## src/rtl/etc_pkg.sv

```systemverilog
// Shared definitions for the vehicle-sensor conditioning path: channel count
// and the sequence FSM encoding.
package etc_pkg;

  localparam int NUM_CH = 3;

  typedef enum logic [1:0] {
    ST_IDLE = 2'd0,
    ST_GOT1 = 2'd1,
    ST_GOT2 = 2'd2
  } seq_state_e;

  // True when more than one channel reports a rise in the same cycle.
  function automatic logic multi_hot(input logic [NUM_CH-1:0] v);
    return (v & (v - 1'b1)) != '0;
  endfunction

endpackage

```

## src/rtl/sensor_conditioner_if.sv

```systemverilog
// Sensor-side bundle of the conditioner: raw inputs in, cleaned levels,
// edge pulses, sequence verdicts and stuck flags out.
interface sensor_conditioner_if;
  import etc_pkg::*;

  logic [NUM_CH-1:0] sensor_raw;
  logic [NUM_CH-1:0] sensor_clean;
  logic [NUM_CH-1:0] sensor_rise;
  logic [NUM_CH-1:0] stuck;
  logic              seq_done;
  logic              seq_error;

  modport master (
    output sensor_raw,
    input  sensor_clean, sensor_rise, seq_done, seq_error, stuck
  );

  modport slave (
    input  sensor_raw,
    output sensor_clean, sensor_rise, seq_done, seq_error, stuck
  );

endinterface

```

## src/rtl/sensor_debounce.sv

```systemverilog
// One sensor channel: multi-flop synchronizer, level debounce counter and
// registered rising-edge pulse aligned with the first high cleaned cycle.
module sensor_debounce #(
  parameter int SYNC_STAGES  = 2,
  parameter int DEBOUNCE_CYC = 50000
) (
  input  logic clk,
  input  logic reset,
  input  logic raw,
  output logic clean,
  output logic rise
);

  localparam int CW = (DEBOUNCE_CYC > 1) ? $clog2(DEBOUNCE_CYC) : 1;

  logic [SYNC_STAGES-1:0] sync_q, sync_d;
  logic [CW-1:0]          cnt_q, cnt_d;
  logic                   clean_q, clean_d;
  logic                   rise_q, rise_d;
  logic                   sync_bit;

  assign sync_bit = sync_q[SYNC_STAGES-1];

  always_comb begin
    sync_d  = {sync_q[SYNC_STAGES-2:0], raw};
    cnt_d   = '0;
    clean_d = clean_q;
    // Counter only runs while the synchronized level disagrees with the output.
    if (sync_bit != clean_q) begin
      if (cnt_q == CW'(DEBOUNCE_CYC - 1)) begin
        clean_d = ~clean_q;
      end else begin
        cnt_d = cnt_q + CW'(1);
      end
    end
    rise_d = clean_d & ~clean_q;
  end

  always_ff @(posedge clk or posedge reset) begin
    if (reset) begin
      sync_q  <= '0;
      cnt_q   <= '0;
      clean_q <= 1'b0;
      rise_q  <= 1'b0;
    end else begin
      sync_q  <= sync_d;
      cnt_q   <= cnt_d;
      clean_q <= clean_d;
      rise_q  <= rise_d;
    end
  end

  assign clean = clean_q;
  assign rise  = rise_q;

endmodule

```

## src/rtl/sensor_conditioner.sv

```systemverilog
// Conditions three vehicle sensors, checks the 1->2->3 pass order with a
// timeout, and flags channels whose cleaned level stays high too long.
//
// state   | meaning
// IDLE    | waiting for sensor1 rise
// GOT1    | sensor1 seen, waiting for sensor2 (timer running)
// GOT2    | sensor1,2 seen, waiting for sensor3 (timer running)
module sensor_conditioner
  import etc_pkg::*;
#(
  parameter int SYNC_STAGES  = 2,
  parameter int DEBOUNCE_CYC = 50000,
  parameter int SEQ_TIMEOUT  = 50000000,
  parameter int STUCK_CYC    = 100000000
) (
  input  logic                 clk,
  input  logic                 reset,
  sensor_conditioner_if.slave  bus
);

  localparam int TW = $clog2(SEQ_TIMEOUT + 1);
  localparam int SW = $clog2(STUCK_CYC + 1);

  logic [NUM_CH-1:0] clean;
  logic [NUM_CH-1:0] rise;

  for (genvar g = 0; g < NUM_CH; g++) begin : g_ch
    sensor_debounce #(
      .SYNC_STAGES  (SYNC_STAGES),
      .DEBOUNCE_CYC (DEBOUNCE_CYC)
    ) u_deb (
      .clk   (clk),
      .reset (reset),
      .raw   (bus.sensor_raw[g]),
      .clean (clean[g]),
      .rise  (rise[g])
    );
  end

  seq_state_e                  state_q, state_d;
  logic [TW-1:0]               timer_q, timer_d;
  logic                        done_q, done_d;
  logic                        err_q, err_d;
  logic [NUM_CH-1:0][SW-1:0]   stk_q, stk_d;
  logic [NUM_CH-1:0]           stuck_w;

  always_comb begin
    state_d = state_q;
    timer_d = '0;
    done_d  = 1'b0;
    err_d   = 1'b0;
    // Timeout wins over any rise landing in the same cycle.
    if (state_q != ST_IDLE && timer_q == TW'(SEQ_TIMEOUT)) begin
      err_d   = 1'b1;
      state_d = ST_IDLE;
    end else if (multi_hot(rise)) begin
      err_d   = 1'b1;
      state_d = ST_IDLE;
    end else begin
      case (state_q)
        ST_IDLE: begin
          if (rise[0]) begin
            state_d = ST_GOT1;
          end else if (rise[1] || rise[2]) begin
            err_d = 1'b1;
          end
        end
        ST_GOT1: begin
          if (rise[1]) begin
            state_d = ST_GOT2;
          end else if (rise[2]) begin
            err_d   = 1'b1;
            state_d = ST_IDLE;
          end else if (!rise[0]) begin
            timer_d = timer_q + TW'(1);
          end
        end
        ST_GOT2: begin
          if (rise[2]) begin
            done_d  = 1'b1;
            state_d = ST_IDLE;
          end else if (rise[0]) begin
            err_d   = 1'b1;
            state_d = ST_GOT1;
          end else if (rise[1]) begin
            err_d   = 1'b1;
            state_d = ST_IDLE;
          end else begin
            timer_d = timer_q + TW'(1);
          end
        end
        default: state_d = ST_IDLE;
      endcase
    end
  end

  always_comb begin
    stk_d   = '0;
    stuck_w = '0;
    for (int i = 0; i < NUM_CH; i++) begin
      if (clean[i]) begin
        stk_d[i] = (stk_q[i] == SW'(STUCK_CYC)) ? stk_q[i] : stk_q[i] + SW'(1);
      end
      // Gated by the live level so the flag drops together with the channel.
      stuck_w[i] = clean[i] && (stk_q[i] == SW'(STUCK_CYC));
    end
  end

  always_ff @(posedge clk or posedge reset) begin
    if (reset) begin
      state_q <= ST_IDLE;
      timer_q <= '0;
      done_q  <= 1'b0;
      err_q   <= 1'b0;
      stk_q   <= '0;
    end else begin
      state_q <= state_d;
      timer_q <= timer_d;
      done_q  <= done_d;
      err_q   <= err_d;
      stk_q   <= stk_d;
    end
  end

  assign bus.sensor_clean = clean;
  assign bus.sensor_rise  = rise;
  assign bus.seq_done     = done_q;
  assign bus.seq_error    = err_q;
  assign bus.stuck        = stuck_w;

endmodule

```

## src/flat_wrapper.sv

```systemverilog
// flat-port wrapper written by rule: the top's interface ports become plain ports
module sensor_conditioner_flat import etc_pkg::*;
#(
  parameter int SYNC_STAGES  = 2,
  parameter int DEBOUNCE_CYC = 50000,
  parameter int SEQ_TIMEOUT  = 50000000,
  parameter int STUCK_CYC    = 100000000
)
  (clk, reset, bus_sensor_raw, bus_sensor_clean, bus_sensor_rise, bus_seq_done, bus_seq_error, bus_stuck);
  sensor_conditioner_if bus_i ();
  input  logic clk;
  input  logic reset;
  input wire logic [$bits(bus_i.sensor_raw)-1:0] bus_sensor_raw;
  output wire logic [$bits(bus_i.sensor_clean)-1:0] bus_sensor_clean;
  output wire logic [$bits(bus_i.sensor_rise)-1:0] bus_sensor_rise;
  output wire logic [$bits(bus_i.seq_done)-1:0] bus_seq_done;
  output wire logic [$bits(bus_i.seq_error)-1:0] bus_seq_error;
  output wire logic [$bits(bus_i.stuck)-1:0] bus_stuck;
  assign bus_i.sensor_raw = bus_sensor_raw;
  assign bus_sensor_clean = bus_i.sensor_clean;
  assign bus_sensor_rise = bus_i.sensor_rise;
  assign bus_seq_done = bus_i.seq_done;
  assign bus_seq_error = bus_i.seq_error;
  assign bus_stuck = bus_i.stuck;
  sensor_conditioner #(.SYNC_STAGES(SYNC_STAGES), .DEBOUNCE_CYC(DEBOUNCE_CYC), .SEQ_TIMEOUT(SEQ_TIMEOUT), .STUCK_CYC(STUCK_CYC)) u_core (.clk(clk), .reset(reset), .bus(bus_i));
endmodule
```

## config.mk

```make
export PLATFORM = sky130hd
export DESIGN_NAME = sensor_conditioner_flat
export DESIGN_NICKNAME = d
export VERILOG_FILES = /design/src/rtl/etc_pkg.sv /design/src/rtl/sensor_conditioner_if.sv /design/src/rtl/sensor_debounce.sv /design/src/rtl/sensor_conditioner.sv /design/src/flat_wrapper.sv
export SDC_FILE = /design/constraint.sdc
export NUM_CORES = 1
export LEC_CHECK = 0
export ABC_AREA = 1
export CAP_MARGIN = 10
export CORE_ASPECT_RATIO = 1.25
export CORE_MARGIN = 2
export CORE_UTILIZATION = 40
export DETAILED_ROUTE_END_ITERATION = 8
export GPL_TIMING_DRIVEN = 0
export HOLD_SLACK_MARGIN = 0.08
export PLACE_DENSITY = 0.62
export SLEW_MARGIN = 20
export SYNTH_ARGS = -nofsm -noshare
export SYNTH_HDL_FRONTEND = slang
export SYNTH_SLANG_ARGS = --single-unit
```

## constraint.sdc

```tcl
create_clock -name clk -period 10.35 [get_ports clk]
set_clock_uncertainty 0.05 [all_clocks]
set_input_delay 2.07 -clock clk [delete_from_list [all_inputs] [get_ports clk]]
set_output_delay 2.07 -clock clk [all_outputs]
set_load 0.01 [all_outputs]
```

# [Word level (Yosys, flattened, before mapping)]
# Index checks and enable logic that the tools add are counted.
[op_classes] reduce_logical=9 n_bitwise=7 mux=49 add_sub_neg=8 n_eq_ne=18
[op_table] operator="$mux W26" n=8
[op_table] operator="$mux W27" n=6
[op_table] operator="$mux W16" n=6
[op_table] operator="$add A27 B1 Y27 const B" n=3
[op_table] operator="$eq A27 B27 Y1 const B" n=3
[op_table] operator="$pmux W26 S2" n=1
[op_table] operator="$add A16 B1 Y16 const B" n=3
[op_table] operator="$eq A16 B16 Y1 const B" n=3
[op_table] operator="$add A26 B1 Y26 const B" n=1
[op_table] operator="$eq A26 B26 Y1 const B" n=1
[op_table] operator="$mux W1" n=18
[op_table] operator="$mux W2" n=8
[op_table] operator="$ne A2 B2 Y1 const B" n=3
[op_table] operator="$ne A6 B4 Y1 const B" n=1
[op_table] operator="$pmux W2 S3" n=1
[op_table] operator="$ne A5 B3 Y1 const B" n=1
[op_table] operator="$logic_and A1 B1 Y1" n=4
[op_table] operator="$ne A4 B2 Y1 const B" n=1
[op_table] operator="$and A1 B1 Y1" n=3
[op_table] operator="$and A3 B3 Y3" n=1
[op_table] operator="$ne A1 B1 Y1" n=3
[op_table] operator="$not A1 Y1" n=3
[op_table] operator="$pmux W1 S3" n=1
[op_table] operator="$reduce_and A3 Y1" n=1
[op_table] operator="other kinds (7)" n=7
[word_totals] output_inout_bits=11 input_bits=5 register_bits=171

# [Longest topological paths before layout]
# Gate-level depths: netlist (run 1).
[logic_depth] depth_word=7 mapped_depth=12 depth_no_buf=12

# [By module]
# A second synthesis (run 1) with hierarchy kept.
[unflattened] cells_unflattened=1436 area_unflattened_um2=10359.9
[by_module_without_submodules] module="sensor_conditioner" n_inst=1 cells_each=1025 area_each_um2=7135.6
[by_module_without_submodules] module="sensor_debounce" n_inst=3 cells_each=137 area_each_um2=1074.8

# [Least setup slack after synthesis (run 1)]
# OpenSTA, ideal clock, no wires.
[synth_timing] kind="register to output" from="register u_core.stk_q[54] (netlist name)" to="output port bus_stuck[2]" stages_incl_launch_ff=6 n_path_buf=0 t_required_ns=8.230 slack_ns=6.973 t_arrival_ns=1.257 cell_sequence="dfrtp_1 inv_1 ha_1 nand4_1 nand3b_1 nor4_1"
[synth_via] elab_chain_len=2
[synth_rtl] element="from (decl)" line="sensor_conditioner.sv:44" source="logic [NUM_CH-1:0][SW-1:0] stk_q, stk_d;"
[synth_rtl] element="from (signal assigned)" line="sensor_conditioner.sv:121" source="stk_q <= stk_d;"
[synth_rtl] element="$eq A27 B27 Y1" line="sensor_conditioner.sv:105" source="stuck_w[i] = clean[i] && (stk_q[i] == SW'(STUCK_CYC));"
[synth_rtl] element="$logic_and A1 B1 Y1" line="sensor_conditioner.sv:105"
[synth_rtl] element="to (decl)" line="flat_wrapper.sv:18" source="output wire logic [$bits(bus_i.stuck)-1:0] bus_stuck;"
# Every way passes these cells.

# [Worst setup path after layout (run 1)]
# Same ends and word-level chain as after synthesis.

==> impl_metrics.env, run 1 <==
export IMPL_antenna_found_initial=0
export IMPL_postRouteAntennaNets=0
export IMPL_yosysTopAreaCell="dfrtp_1"
export IMPL_cap_violations=0
export IMPL_yosys_top_cells_area="dfrtp_1, nand2_1, nor2_1"
export IMPL_status="completed"
export IMPL_die_w_um=145
export IMPL_synth_seq_area_share=0.428
export IMPL_fin_nets=1385
export IMPL_synth_top_area_share=0.428
export IMPL_vias=8530
export IMPL_fmax_ghz=0.222
export IMPL_synth_main_ff_cell="dfrtp_1"
export IMPL_syn_nets=1350
export IMPL_rows=64
export IMPL_io_pins=16
export IMPL_dieArea_um2=26300
export IMPL_fillers=2462
export IMPL_first_iter_violations=498
export IMPL_synth_warnings=0
export IMPL_drc_errors=0
export IMPL_syn_avg_cell_area_um2=7.52
export IMPL_r2r_slack_ns=8.41
export IMPL_finalSetupViolCount=0
export IMPL_area_delta_synth_final_pct=12.1
export IMPL_final_hold_viol_count=0
export IMPL_yosys_top_cells_count="nand2_1, nor2_1, dfrtp_1, inv_1, nand3_1"
export IMPL_synth_most_common_cell="nand2_1"
export IMPL_post_cts_setup_buffer_count=0
export IMPL_worstMarginPinSlew_ns=0.571
export IMPL_worstReg2RegEnd="u_core.timer_q[21]$_DFF_PP0_"
export IMPL_finalWeightedCongestion=0.917
export IMPL_root_buffer="clkbuf_16"
export IMPL_holdWs_ns=0.300
export IMPL_slew_headroom=0.616
export IMPL_ys_ff_latch=171
export IMPL_antenna_cells=0
export IMPL_grt_remaining_overflow=0
export IMPL_total_leakage_power_nw=4.55
export IMPL_startpoint_type="flip-flop"
export IMPL_hold_path_class="reg -> reg"
export IMPL_cp_end_kind="output pin"
export IMPL_rsz0062_at_grt="false"
export IMPL_cts_htree_levels=4
export IMPL_cts_buffers=17
export IMPL_die_height_um=181
export IMPL_critPathArrivalTime_ns=2.39
export IMPL_whs_endpoint="u_core.g_ch[0].u_deb.sync_q[1]$_DFF_PP0_"
export IMPL_dpl_cell_area_um2=10600
export IMPL_grt_max_degree=105
export IMPL_seqCellArea_um2=4280
export IMPL_crit_fanout=4
export IMPL_synthCells=1330
export IMPL_min_period_ns=4.51
export IMPL_critical_path_class="reg -> out"
export IMPL_fin_tns_setup_ns=0
export IMPL_timing_rr_start="u_core.state_q[0]$_DFFE_PP0P_"
export IMPL_hold_path_depth=0
export IMPL_multiInputGateArea_um2=4950
export IMPL_place_hpwl_mm=16.6
export IMPL_stdcell_area_um2=11200
export IMPL_synth_edf_count=0
export IMPL_wl_per_cell_um=13.1
export IMPL_r2r_cells=11
export IMPL_via_per_inst=4.99
export IMPL_synth_cell_types=42
export IMPL_synth_area_um2=10000
export IMPL_post_cts_resized=0
export IMPL_grt_pass1_vias=8421
export IMPL_post_route_period_util=0.436
export IMPL_buffer_ports_inserted=15
export IMPL_drive_gt1_frac=0.0827
export IMPL_grt_use_total=0.179
export IMPL_first_pass_iters=5
export IMPL_clockBufferDepth=2
export IMPL_vdd_drop_max_uv=105
export IMPL_clk_latency_ns=0.43
export IMPL_ys_async_sr_fraction=1.00
export IMPL_routed_wl_mm=22.3
export IMPL_grt_pass1_wl_mm=39.3
export IMPL_tritoncts="yes"
export IMPL_ctsHoldBuffers=0
export IMPL_core_um2=24500
export IMPL_min_from="u_core.g_ch[0].u_deb.sync_q[0]$_DFF_PP0_"
export IMPL_cts_sinks=171
export IMPL_required_ns=8.23
export IMPL_drv_slew=0
export IMPL_cts_clk_slew_worst_paths_ns=0.07
export IMPL_powerDensity_nw_per_um2=122
export IMPL_initial_core_util=0.408
==> per-layer routing <==
metal / share of wire / wire length [um] / track usage
met5: 0 / 0 / 0
met4: 0.022 / 481 / 0.0631
met3: 0.033 / 730 / 0.0323
met2: 0.50 / 11100 / 0.317
met1: 0.45 / 9980 / 0.220
==> power breakdown <==
group	internal, W	switching, W	total, W
clock	0.000394	0.000275	0.000669
combinational	0.00000600	0.0000194	0.0000254
sequential	0.000672	0.00000267	0.000675
total	0.00107	0.000297	0.00137
==> area by class of cell <==
| class | count | share of cell area |
|---|---|---|
| clock inverters | 13 | 0.0146 |
| clock buffers | 19 | 0.0404 |
| inverters | 175 | 0.0592 |
| flip-flops and latches | 171 | 0.382 |
| multi-input cells | 966 | 0.441 |
| repair buffers | 16 | 0.0158 |
| plain buffers | 18 | 0.0106 |
| well taps | 330 | 0.0368 |
==> logic make-up after synthesis <==
| family | share of synthesized area |
|---|---|
| adders and majority gates | 0.0188 |
| AOI/OAI and AO/OA | 0.0499 |
| and+or+nand+nor | 0.381 |
| DFF | 0.428 |
| xor gates and xnor gates | 0.0447 |
| buffers and inverters | 0.0776 |
==> stage by stage <==
step | utilization | total power, W | setup slack [ns] | cells
after CTS | 0.458 | 0.00139 | 5.79 | 1708
final | 0.458 | 0.00137 | 5.84 | 1708
after global placement | 0.431 | 0.000713 | 1.09 | 1675
after floorplan | - | 0.000704 | 3.60 | 1330
after global routing | 0.458 | 0.00143 | 5.68 | 1708
after detailed placement | 0.433 | 0.000715 | 6.29 | 1676
==> worst max-delay path by stage <==
stage / startpoint / to / slack (ns) / cells past startpoint
3_5_place_dp: u_core.stk_q[54]$_DFFE_PP0N_ / bus_stuck[2] / 6.29 / 6
5_1_grt: u_core.stk_q[59]$_DFFE_PP0N_ / bus_stuck[2] / 5.68 / 6
2_1_floorplan: reset / u_core.bus.seq_done$_DFF_PP0_ / 3.60 / 1
3_3_place_gp: reset / u_core.stk_q[43]$_DFFE_PP0N_ / 1.09 / 2
4_1_cts: u_core.stk_q[54]$_DFFE_PP0N_ / bus_stuck[2] / 5.79 / 6
6_report: u_core.stk_q[54]$_DFFE_PP0N_ / bus_stuck[2] / 5.84 / 6
==> worst max-delay path: stages, from the launching register on <==
cell             delay, ns
dfrtp_1               0.41
inv_1                 0.09
ha_1                  0.19
nand4_1               0.11
nand3b_1              0.17
nor4_1                0.37
clkdlybuf4s50_1       0.62
==> placed cells by master, fill, tap and decap left out, types with 4 or more instances in the layout <==
cell type	netlist	routed
nand2_2	5	5
ha_1	15	15
inv_2	6	6
o21ai_1	5	5
clkbuf_1	5	5
o21ai_0	34	34
dfrtp_1	171	171
xnor2_1	11	11
buf_2	4	4
nand3_1	80	80
inv_1	169	168
nor2_4	18	18
nand3b_1	6	6
nand2_1	272	272
buf_4	6	6
nor3b_1	6	6
nor3b_2	5	5
nor2_2	12	12
xor2_1	40	40
nor2_1	235	235
nor3_2	11	11
a21oi_1	45	45
nand4_1	54	54
nor4_1	12	12
nor3_1	74	74
clkbuf_16	0	17
clkdlybuf4s50_1	0	15
==> sequential cells by signal (all words and copies together), names as in the netlist <==
signal                    count
u_core.g_ch.u_deb.rise        3
u_core.g_ch.u_deb.sync_q      6
u_core.timer_q               26
u_core.bus.seq_error          1
u_core.g_ch.u_deb.cnt_q      48
u_core.g_ch.u_deb.clean       3
u_core.bus.seq_done           1
u_core.stk_q                 81
u_core.state_q                2
Power figures use the tool's default switching activity.
==> run 2, diff against run 1 <==
--- a/config.mk
+++ b/config.mk
@@ -13,7 +13,7 @@
 export DETAILED_ROUTE_END_ITERATION = 8
 export GPL_TIMING_DRIVEN = 0
 export HOLD_SLACK_MARGIN = 0.08
-export PLACE_DENSITY = 0.62
+export PLACE_DENSITY = 0.64
 export SLEW_MARGIN = 20
 export SYNTH_ARGS = -nofsm -noshare
 export SYNTH_HDL_FRONTEND = slang
==> constraint.sdc (replaced) <==
create_clock -name clk -period 3.7 [get_ports clk]
set_clock_uncertainty 0.05 [all_clocks]
set_input_delay 0.74 -clock clk [delete_from_list [all_inputs] [get_ports clk]]
set_output_delay 0.74 -clock clk [all_outputs]
set_load 0.01 [all_outputs]
==> impl_metrics.env, run 2 (synthesis gave the netlist of run 1 again) <==
export IMPL_place_hpwl_mm=17.2
export IMPL_crit_fanout=4
export IMPL_min_period_ns=3.29
export IMPL_timing_rr_start="u_core.stk_q[55]$_DFFE_PP0N_"
export IMPL_final_cell_mix="nand2_1, nor2_1, dfrtp_1"
export IMPL_post_route_period_util=0.888
export IMPL_post_cts_setup_buffer_count=0
export IMPL_startpoint_type="flip-flop"
export IMPL_r2r_cells=9
export IMPL_largest_reg_flops=81
export IMPL_hold_path_class="reg -> reg"
export IMPL_clk_latency_ns=0.44
export IMPL_powerDensity_nw_per_um2=330
export IMPL_fin_util=0.459
export IMPL_via_per_inst=4.98
export IMPL_crit_end="bus_stuck[2]"
export IMPL_vdd_drop_max_uv=317
export IMPL_io_pins=16
export IMPL_cts_buffers=17
export IMPL_dieArea_um2=26300
export IMPL_sw_frac_of_total=0.226
export IMPL_cpPeakStageDelay_ns=0.63
export IMPL_critical_path_class="reg -> out"
export IMPL_r2r_slack_ns=1.81
export IMPL_finalWeightedCongestion=0.925
export IMPL_power_frac_comb=0.022
export IMPL_root_buffer="clkbuf_16"
export IMPL_cts_sinks=171
export IMPL_postRouteAntennaNets=0
export IMPL_initial_core_util=0.408
export IMPL_tritoncts="yes"
export IMPL_slew_headroom=0.628
export IMPL_clockBufferDepth=2
export IMPL_cap_violations=0
export IMPL_ctsHoldBuffers=0
export IMPL_finalSetupViolCount=0
export IMPL_grt_pass1_wl_mm=39.1
export IMPL_area_delta_synth_final_pct=12.6
export IMPL_fmax_ghz=0.304
export IMPL_die_w_um=145
export IMPL_grt_remaining_overflow=0
export IMPL_reg_top3="u_core.stk_q x81, u_core.g_ch.u_deb.cnt_q x48, u_core.timer_q x26"
export IMPL_cp_end_kind="output pin"
export IMPL_rows=64
export IMPL_power_switching_w=0.000840
export IMPL_intPower_w=0.00288
export IMPL_worstMarginPinSlew_ns=0.553
export IMPL_largest_register="u_core.stk_q"
export IMPL_core_um2=24500
export IMPL_wl_per_cell_um=13.2
export IMPL_required_ns=2.91
export IMPL_layout_commonest_cell="nand2_1"
export IMPL_cp_startpoint="u_core.stk_q[75]$_DFFE_PP0N_"
export IMPL_min_from="u_core.g_ch[1].u_deb.sync_q[0]$_DFF_PP0_"
export IMPL_grt_max_degree=34
export IMPL_drc_errors=0
export IMPL_vias=8537
export IMPL_critPathArrivalTime_ns=2.50
export IMPL_grt_pass1_vias=8382
export IMPL_grt_use_total=0.179
export IMPL_cp_slowest_cell="clkdlybuf4s50_1"
export IMPL_first_pass_iters=5
export IMPL_drv_slew=0
export IMPL_clockPowerShare=0.470
export IMPL_path_cells="inv_1, nor3_1, nand3b_1, nor4_1, clkdlybuf4s50_1"
export IMPL_buffer_ports_inserted=15
export IMPL_antenna_found_initial=0
export IMPL_drive_gt1_frac=0.0846
export IMPL_seqPwrFrac=0.508
export IMPL_routed_wl_mm=22.6
export IMPL_post_cts_resized=0
export IMPL_fin_nets=1390
export IMPL_final_hold_viol_count=0
export IMPL_cts_clk_slew_worst_paths_ns=0.06
export IMPL_rsz0062_at_grt="false"
export IMPL_worstReg2RegEnd="u_core.stk_q[76]$_DFFE_PP0N_"
export IMPL_first_iter_violations=411
export IMPL_fin_tns_setup_ns=0
export IMPL_die_height_um=181
export IMPL_total_leakage_power_nw=4.56
export IMPL_cts_htree_levels=4
export IMPL_status="completed"
export IMPL_antenna_cells=0
run 2: power groups by stage:
stage	clock network [W]	registers (W)	logic, W
detailed placement	0	0.00192	0.0000877
floorplan	0	0.00192	0.0000491
finish	0.00175	0.00189	0.0000830
CTS	0.00181	0.00189	0.0000880
global route	0.00189	0.00189	0.0000991
global placement	0	0.00192	0.0000703
run 2: area by class of cell:
| cell class | instances | area, um^2 |
|---|---|---|
| fillers | 2504 | 13200 |
| multi-input cells | 966 | 4950 |
| flip-flops and latches | 171 | 4280 |
| inverters | 175 | 661 |
| clock buffers | 21 | 460 |
| well taps | 330 | 413 |
| repair buffers | 21 | 270 |
| plain buffers | 18 | 119 |
| clock inverters | 11 | 110 |
run 2: stage by stage:
stage / total power, W / setup WS (ns) / instance area [um^2] / hold slack, ns / std cells
after CTS: 0.00378 / 0.419 / 11300 / 0.302 / 1713
after detailed placement: 0.00201 / 0.882 / 10700 / 0.287 / 1681
final: 0.00372 / 0.414 / 11300 / 0.299 / 1713
after global placement: 0.00199 / -0.790 / 10600 / 0.283 / 1675
after floorplan: 0.00197 / 0.727 / 10000 / 0.281 / 1330
after global routing: 0.00388 / 0.250 / 11300 / 0.318 / 1713
run 2: per-layer routing:
metal  vias to the layer above  global-route usage  share of wire
met5                         -                   0              0
met4                         0              0.0624          0.025
met3                        44              0.0301          0.030
met2                       157               0.329           0.52
met1                      3969               0.211           0.43
li1                       4367                   -              -
run 2: worst min path at each step:
stage               slack [ns]  cells past startpoint                                  endpoint
floorplan                 0.28                      0  u_core.g_ch[0].u_deb.sync_q[1]$_DFF_PP0_
global placement          0.28                      0  u_core.g_ch[0].u_deb.sync_q[1]$_DFF_PP0_
detailed placement        0.29                      0  u_core.g_ch[1].u_deb.sync_q[1]$_DFF_PP0_
CTS                       0.30                      0  u_core.g_ch[1].u_deb.sync_q[1]$_DFF_PP0_
global route              0.32                      0  u_core.g_ch[0].u_deb.sync_q[1]$_DFF_PP0_
finish                    0.30                      0  u_core.g_ch[1].u_deb.sync_q[1]$_DFF_PP0_
run 2: worst max-delay path: cells and delay by family, from the launching register on:
family | cells | cell delay, ns
buf+inv | 2 | 0.71
flops | 1 | 0.43
simple gates | 3 | 0.92
